===== config.mk =====
export PLATFORM = sky130hd
export DESIGN_NAME = shift_engine
export DESIGN_NICKNAME = d
export VERILOG_FILES = /design/src/rtl/shift_engine.sv
export SDC_FILE = /design/constraint.sdc
export NUM_CORES = 1
export LEC_CHECK = 0
export CAP_MARGIN = 20
export CORE_ASPECT_RATIO = 0.7
export CORE_MARGIN = 1.5
export CORE_UTILIZATION = 42
export CTS_BUF_LIST = sky130_fd_sc_hd__clkbuf_2 sky130_fd_sc_hd__clkbuf_4 sky130_fd_sc_hd__clkbuf_8
export CTS_CLUSTER_DIAMETER = 40
export DETAILED_ROUTE_END_ITERATION = 8
export GPL_ROUTABILITY_DRIVEN = 0
export GPL_TIMING_DRIVEN = 0
export PLACE_DENSITY = 0.81
export SLEW_MARGIN = 10
export SYNTH_ARGS = -nofsm -noshare
export SYNTH_HDL_FRONTEND = slang
export SYNTH_SLANG_ARGS = --single-unit

===== constraint.sdc =====
create_clock -name clk -period 1.4 [get_ports clk]
set_input_delay 0.14 -clock clk [delete_from_list [all_inputs] [get_ports clk]]
set_output_delay 0.14 -clock clk [all_outputs]
set_load 0.01 [all_outputs]

===== src/rtl/shift_engine.sv =====
// shift_engine: parametrised serialiser/deserialiser with valid/ready load and
// output handshakes. Shifts LANES bits per step every SHIFT_DIV clocks.
//
// Ports:
//   clk, reset_n         clock, asynchronous active-low reset
//   abort                synchronous clear back to IDLE
//   load_valid/ready     word input handshake (load_data, msb_first)
//   serial_in/out        LANES-wide serial lanes
//   shift_strobe         high in the cycle a shift step occurs
//   busy                 engine not IDLE
//   out_valid/ready      captured word handshake (out_data)
module shift_engine #(
    parameter int WIDTH     = 8,
    parameter int LANES     = 1,
    parameter int SHIFT_DIV = 1
) (
    input  logic             clk,
    input  logic             reset_n,
    input  logic             abort,
    input  logic             load_valid,
    output logic             load_ready,
    input  logic [WIDTH-1:0] load_data,
    input  logic             msb_first,
    input  logic [LANES-1:0] serial_in,
    output logic [LANES-1:0] serial_out,
    output logic             shift_strobe,
    output logic             busy,
    output logic             out_valid,
    input  logic             out_ready,
    output logic [WIDTH-1:0] out_data
);

    localparam int NSTEPS = WIDTH / LANES;
    localparam int SW     = $clog2(NSTEPS + 1);
    localparam int DW     = (SHIFT_DIV > 1) ? $clog2(SHIFT_DIV) : 1;

    if ((LANES < 1) || (WIDTH % LANES != 0) || (SHIFT_DIV < 1)) begin : g_bad_params
        $error("shift_engine: illegal WIDTH/LANES/SHIFT_DIV combination");
    end

    typedef enum logic [1:0] {
        IDLE,
        SHIFT,
        HOLD
    } state_t;

    state_t           state_q;
    state_t           state_d;
    logic [WIDTH-1:0] shreg_q;
    logic [SW-1:0]    steps_q;
    logic [DW-1:0]    div_q;
    logic             dir_q;
    logic             out_valid_q;

    logic             accept;
    logic             step;
    logic             div_last;
    logic             last_step;
    logic [WIDTH-1:0] shl;
    logic [WIDTH-1:0] shr;

    // A single-step word is replaced whole by the incoming lanes.
    if (WIDTH == LANES) begin : g_whole
        assign shl = serial_in;
        assign shr = serial_in;
    end else begin : g_part
        assign shl = {shreg_q[WIDTH-LANES-1:0], serial_in};
        assign shr = {serial_in, shreg_q[WIDTH-1:LANES]};
    end

    assign div_last   = (div_q == DW'(SHIFT_DIV - 1));
    assign last_step  = (steps_q == SW'(1));
    // Gated by reset_n so every output reads 0 while reset is held.
    assign load_ready = reset_n && (state_q == IDLE) && !abort;
    assign accept     = load_valid && load_ready;
    assign step       = (state_q == SHIFT) && div_last && !abort;

    assign shift_strobe = step;
    assign busy         = (state_q != IDLE);
    assign out_valid    = out_valid_q;
    assign out_data     = shreg_q;
    assign serial_out   = dir_q ? shreg_q[WIDTH-1 -: LANES] : shreg_q[LANES-1:0];

    always_comb begin
        state_d = state_q;
        if (abort) begin
            state_d = IDLE;
        end else begin
            unique case (state_q)
                IDLE:    if (accept) state_d = SHIFT;
                SHIFT:   if (step && last_step) state_d = HOLD;
                HOLD:    if (out_ready) state_d = IDLE;
                default: state_d = IDLE;
            endcase
        end
    end

    always_ff @(posedge clk or negedge reset_n) begin
        if (!reset_n) begin
            state_q <= IDLE;
        end else begin
            state_q <= state_d;
        end
    end

    always_ff @(posedge clk or negedge reset_n) begin
        if (!reset_n) begin
            shreg_q     <= '0;
            steps_q     <= '0;
            div_q       <= '0;
            dir_q       <= 1'b0;
            out_valid_q <= 1'b0;
        end else if (abort) begin
            // Partial word stays in shreg; only the output claim is dropped.
            out_valid_q <= 1'b0;
            div_q       <= '0;
        end else begin
            if (accept) begin
                shreg_q <= load_data;
                dir_q   <= msb_first;
                steps_q <= SW'(NSTEPS);
                div_q   <= '0;
            end else if (state_q == SHIFT) begin
                if (div_last) begin
                    div_q   <= '0;
                    shreg_q <= dir_q ? shl : shr;
                    steps_q <= steps_q - SW'(1);
                    if (last_step) begin
                        out_valid_q <= 1'b1;
                    end
                end else begin
                    div_q <= div_q + DW'(1);
                end
            end
            if ((state_q == HOLD) && out_ready) begin
                out_valid_q <= 1'b0;
            end
        end
    end

endmodule


==> flow_summary.yaml, run 1 <==
route:
  wl_um: 2470
  drt-wirelength-per-cell_um: 16.9
  drc: 0
  via_per_inst: 5.63
  drtPass1Iterations: 4
  drt_iter0_drc: 39
  routed-via-count: 822
  ant_nets: 0
setup_path:
  r2r_cells: 4
  worst-setup-path-type: "primary input to primary output"
  cp_slowest_cell: "clkdlybuf4s50_1"
  cp_data_arrival_time_ns: 1.36
  cp-start-kind: "primary input"
  cp.required_ns: 1.26
  critical_path_depth: 4
  crit_fanout: 5
  crit_family: "buffers and inverters"
  critPathBufInv: 3
  cp-end-kind: "primary output"
  path_cells: "clkdlybuf4s50_1, or3b_4, inv_4, buf_6"
  max_stage_delay_ns: 0.54
synthesis:
  netlist_instances: 80
  ys_types: 26
  yosysSeqAreaShare: 0.471
  synth.area.top_cells: "dfrtp_1, mux2i_1, a221o_1"
  syn_avg_cell_area_um2: 10.6
  synth.net_count: 97
  synth_warnings: 0
  synth_top_area_frac: 0.471
  ys_ff_latch: 16
  synth_edf_count: 0
  synthFlopType: "dfrtp_1"
  yosysTopAreaCell: "dfrtp_1"
  syn_area_um2: 851
  async_reset_ff_frac: 1.00
timing:
  fin_setup_tns_ns: -0.309
  fin_worst_skew_ns: 0.00969
  fmax_mhz: 667
  fin_ws_ns: -0.100
  tightestPinTransition_ns: 0.736
  maxSlewViolCount: 0
  layout_min_cycle_time_ns: 1.50
  slew-limit-headroom: 0.508
  setup_viol: 8
  grt_setup_unrepaired: "true"
  post-route-period-util: 1.07
  hold_viol: 0
layout:
  area_growth_pct: 60.3
  multi_input_area_um2: 462
  layout_common_cells: "dfrtp_1, clkdlybuf4s50_1, buf_4"
  nNetsFinal: 142
  diodes: 0
  seq_area_um2: 402
  fill_cells: 133
  layoutNonFillerInstCount: 146
  final_layout_size_suffix_gt1_frac: 0.306
clocking:
  cts-buffers-inserted: 3
  cts-root-buf: "clkbuf_4"
  clock_latency_ns: 0.30
  clockBufferDepth: 2
  cts_sinks: 16
  ctsHtreeMaxLevel: 1
  cts_tree: "built"
  clk_pin_slew_ns: 0.10
power:
  p_sw_w: 0.000638
  leakage_nw: 0.697
  p_int_w: 0.00122
  comb_power_share: 0.429
  powerDensity_mw_per_mm2: 1360
  p_sw_frac: 0.343
  ir_worst_vdd_v: 0.00108
  power_frac_clock: 0.170
  seqPwrFrac: 0.400
grt:
  grt_pass1_vias: 753
  grt_remaining_overflow: 0
  track_usage: 0.219
  grt_max_degree: 17
  grt_pass1_wl_um: 3600
  antenna_found_initial: 0
floorplanning:
  core_mm2: 0.00189
  dieWidth_um: 56.8
  start_util: 0.451
  fp-row-count: 13
  fp.dieArea_mm2: 0.00231
  io_pins: 28
  die_height_um: 40.7
placement:
  io_buffers: 27
  dp_hpwl_um: 1480
  place_ws_ns: -0.939
  dp.cells: 129
min_path:
  hold_path_depth: 4
  hold_path.class: "primary input to flip-flop"
run:
  cap_violations: 0
run_status:
  violations: "setup timing"
  status: "finished, violations left"
final cells by class:
| type | count | area share |
|---|---|---|
| tap | 22 | 0.0202 |
| clock buffer | 4 | 0.0266 |
| buffer | 2 | 0.0165 |
| multi-input combinational | 55 | 0.339 |
| inverter | 5 | 0.0156 |
| sequential | 16 | 0.294 |
| timing repair buffer | 42 | 0.288 |
per-layer routing:
metal	vias up	share of wire	wire length, µm	track usage
met5	-	0	0	0
met4	0	0.0028	7	0.0698
met3	2	0.074	184	0.0726
met2	43	0.49	1210	0.378
met1	396	0.43	1070	0.272
li1	381	-	-	-
power by group through the flow:
| stage | Sequential [W] | Clock, W | Combinational [W] |
|---|---|---|---|
| finish | 0.000745 | 0.000317 | 0.000798 |
| global route | 0.000764 | 0.000347 | 0.000854 |
| CTS | 0.000736 | 0.000323 | 0.000768 |
| detailed placement | 0.000747 | 0 | 0.000659 |
| global placement | 0.000742 | 0 | 0.000632 |
| floorplan | 0.000743 | 0 | 0.000344 |
stage by stage:
step	hold WS, ns	instance area, µm²	utilization	power (W)
floorplan	-0.156	851	-	0.00109
global placement	0.540	1150	0.609	0.00137
detailed placement	0.553	1150	0.609	0.00141
CTS	0.435	1320	0.699	0.00183
global route	0.437	1360	0.723	0.00196
finish	0.451	1360	0.723	0.00186
final timing paths:
path                                end   startpoint  slack (ns)
max                        shift_strobe        abort       -0.10
min                          state_q[0]      reset_n        0.45
max reg2reg                  steps_q[3]   state_q[0]       -0.05
min reg2reg                 out_data[2]  out_data[2]        0.57
max in group asynchronous    state_q[1]      reset_n        0.31
min in group asynchronous    steps_q[2]      reset_n        0.58
synthesized netlist by cell type, types with 2 or more instances:
cell type and n:
mux2_2 2, a21oi_1 4, dfrtp_1 16, o21ai_0 2, inv_1 5, mux2i_1 9, nor2_1 12, a221o_1 8
nand2_1 2, ha_1 2, buf_2 2, or3_1 2
cells by family (layout without fill, tap and decap cells):
kind of cell	Yosys count	count (layout)	share of synthesized area
AO/OA/AOI/OAI	16	16	0.157
XOR/XNOR	1	1	0.0103
adder cells (fa/ha/maj)	2	2	0.0294
buffers and inverters	9	53	0.0471
flip-flops	16	16	0.471
multiplexers	11	11	0.132
AND/OR/NAND/NOR	25	25	0.153
registers in the layout (all words and copies together) (netlist names):
name,count
out_data,8
dir_q,1
state_q,2
out_valid,1
steps_q,4
timing repair:
| item | 4_1_cts | 5_1_grt |
|---|---|---|
| resized for setup | 37 | 11 |
| pin swaps | 3 | 3 |
| hold buffers | 1 | 0 |
| setup buffers | 11 | 3 |
| endpoints found under the setup margin | 26 | 22 |
| hold endpoints to repair | 16 | 0 |
tightest hold or removal path, cell delays in order:
cell and delay (ns):
clkdlybuf4s15_2 0.22, a21oi_2 0.12, or3_4 0.19, nor2_1 0.05
No activity file was read; power rests on OpenSTA's default activity.
==> run 2, diff against run 1 <==
Settings changed: CORE_MARGIN 1.5 to 2.
==> run 2 against run 1 <==
Net effect: the flow still finishes with violations (setup timing); core utilization down 0.80 points; die area up 4.3%; critical path depth down 1; critical path type is now flip-flop to primary output.
==> flow_summary.yaml, run 2 (synthesis gave the netlist of run 1 again) <==
route:
  ant_nets: 0
  routed-via-count: 775
  drc: 0
  top_layer: "met4"
  met2WireLength_um: 1050
  drt_iter0_drc: 23
  drt-wirelength-per-cell_um: 15.9
  wl_met3_um: 130
  via_per_inst: 5.42
  drtPass1Iterations: 4
  wl_met1_um: 1080
  wl_um: 2280
min_path:
  hold_path.startpoint: "abort"
  hold_path_depth: 2
  hold_path.class: "primary input to flip-flop"
  min_to: "out_valid"
grt:
  grt_max_degree: 17
  track_usage: 0.203
  grt_pass1_wl_um: 3740
  antenna_found_initial: 0
  grt_pass1_vias: 804
  grt_remaining_overflow: 0
layout:
  final_layout_size_suffix_gt1_frac: 0.281
  layout_commonest_cell: "dfrtp_1"
  fin_util: 0.715
  seq_area_um2: 400
  layout_common_cells: "dfrtp_1, clkdlybuf4s50_1, nor2_1"
  design_area_mm2: 0.00135
  largest_reg_flops: 8
  area_growth_pct: 58.5
  diodes: 0
  multi_input_area_um2: 460
  nNetsFinal: 139
  fill_cells: 153
clocking:
  cts_tree: "built"
  clk_pin_slew_ns: 0.10
  clock_latency_ns: 0.29
  cts-buffers-inserted: 3
  cts-root-buf: "clkbuf_4"
  cts_sinks: 16
  ctsHtreeMaxLevel: 1
  clockBufferDepth: 2
placement:
  dp_hpwl_um: 1470
  place_ws_ns: -0.944
  dpl_cell_area_mm2: 0.00115
  io_buffers: 27
timing:
  maxSlewViolCount: 0
  fin_worst_skew_ns: 0.00372
  grt_setup_unrepaired: "true"
  setup_viol: 4
  post-route-period-util: 1.03
  tightestPinTransition_ns: 0.765
  hold_viol: 0
  layout_min_cycle_time_ns: 1.44
  fin_ws_ns: -0.0442
  slew-limit-headroom: 0.488
  fmax_mhz: 692
floorplanning:
  core_mm2: 0.00189
  fp.dieArea_mm2: 0.00241
  fp-row-count: 13
  start_util: 0.451
  die_height_um: 41.7
  io_pins: 28
  dieWidth_um: 57.8
setup_path:
  critPathBufInv: 2
  r2r_cells: 4
  path_cells: "or3b_4, inv_4, buf_6"
  r2r_setup_slack_ns: -0.01
  cp-end-kind: "primary output"
  cp.required_ns: 1.26
  cp_slowest_cell: "dfrtp_1"
  crit_fanout: 4
  cp-start-kind: "flip-flop"
  reg2reg_to: "steps_q[3]"
  r2r-start: "state_q[1]"
  worst-setup-path-type: "flip-flop to primary output"
  crit_family: "flip-flops"
  max_stage_delay_ns: 0.42
  cp_data_arrival_time_ns: 1.30
run:
  cap_violations: 0
run_status:
  status: "finished, violations left"
  violations: "setup timing"
power:
  ir_worst_vdd_v: 0.000884
  power_w: 0.00186
  powerDensity_mw_per_mm2: 1380
  leakage_nw: 0.666
run 2: cell types whose count changed in the layout (fill, tap and decap cells not counted), sizes merged:
cell / delta
dlymetal6s2s: -1
dlygate4sd2: +1
buf: -3
run 2: timing repair:
| item | 4_1_cts | 5_1_grt |
|---|---|---|
| pin swaps | 4 | 3 |
| gates resized for setup | 40 | 10 |
| hold endpoints to repair | 16 | 0 |
| setup buffers | 10 | 0 |
| hold buffers | 1 | 0 |
| setup endpoints to repair | 28 | 19 |
run 2: per-layer routing:
layer / global-route usage / vias up
li1: - / 375
met1: 0.271 / 373
met5: 0 / -
met3: 0.0654 / 2
met4: 0.0419 / 0
met2: 0.323 / 25
run 2: metrics by stage:
step                instances  TNS (ns)  hold WS [ns]
floorplan                  80         0        -0.156
global placement          129    -11.86         0.541
detailed placement        129    -12.38         0.561
CTS                       143   -0.0574         0.442
global route              143    -0.484         0.181
finish                    143   -0.0848         0.175
run 2: where the power goes:
group / leakage (nW) / switching, W / internal (W)
clock network: 0.0210 / 0.000158 / 0.000158
registers: 0.203 / 0.000141 / 0.000588
logic: 0.442 / 0.000326 / 0.000486
total: 0.666 / 0.000625 / 0.00123
run 2: how the worst max path moves through the flow:
| stage | startpoint | endpoint | slack, ns | depth (start not counted) |
|---|---|---|---|---|
| 2_1_floorplan | state_q[1] | steps_q[3] | 0.02 | 4 |
| 3_3_place_gp | reset_n | out_data[1] | -0.89 | 5 |
| 3_5_place_dp | reset_n | out_data[6] | -0.94 | 5 |
| 4_1_cts | state_q[1] | shift_strobe | -0.03 | 3 |
| 5_1_grt | state_q[1] | shift_strobe | -0.09 | 3 |
| 6_report | state_q[1] | shift_strobe | -0.04 | 3 |
run 2: worst reg2reg max path, delay by kind of cell (launching register included):
| kind | cells | cell delay (ns) |
|---|---|---|
| and+or+nand+nor | 2 | 0.52 |
| DFF | 1 | 0.42 |
| AOI/OAI and AO/OA | 1 | 0.19 |
| buffers and inverters | 1 | 0.16 |
run 2: layout make-up:
type	count	share of cell area
clock buffer	4	0.0269
tap	22	0.0204
multi-input combinational	55	0.341
inverter	5	0.0158
timing repair buffer	38	0.274
sequential	16	0.297
buffer	3	0.0250
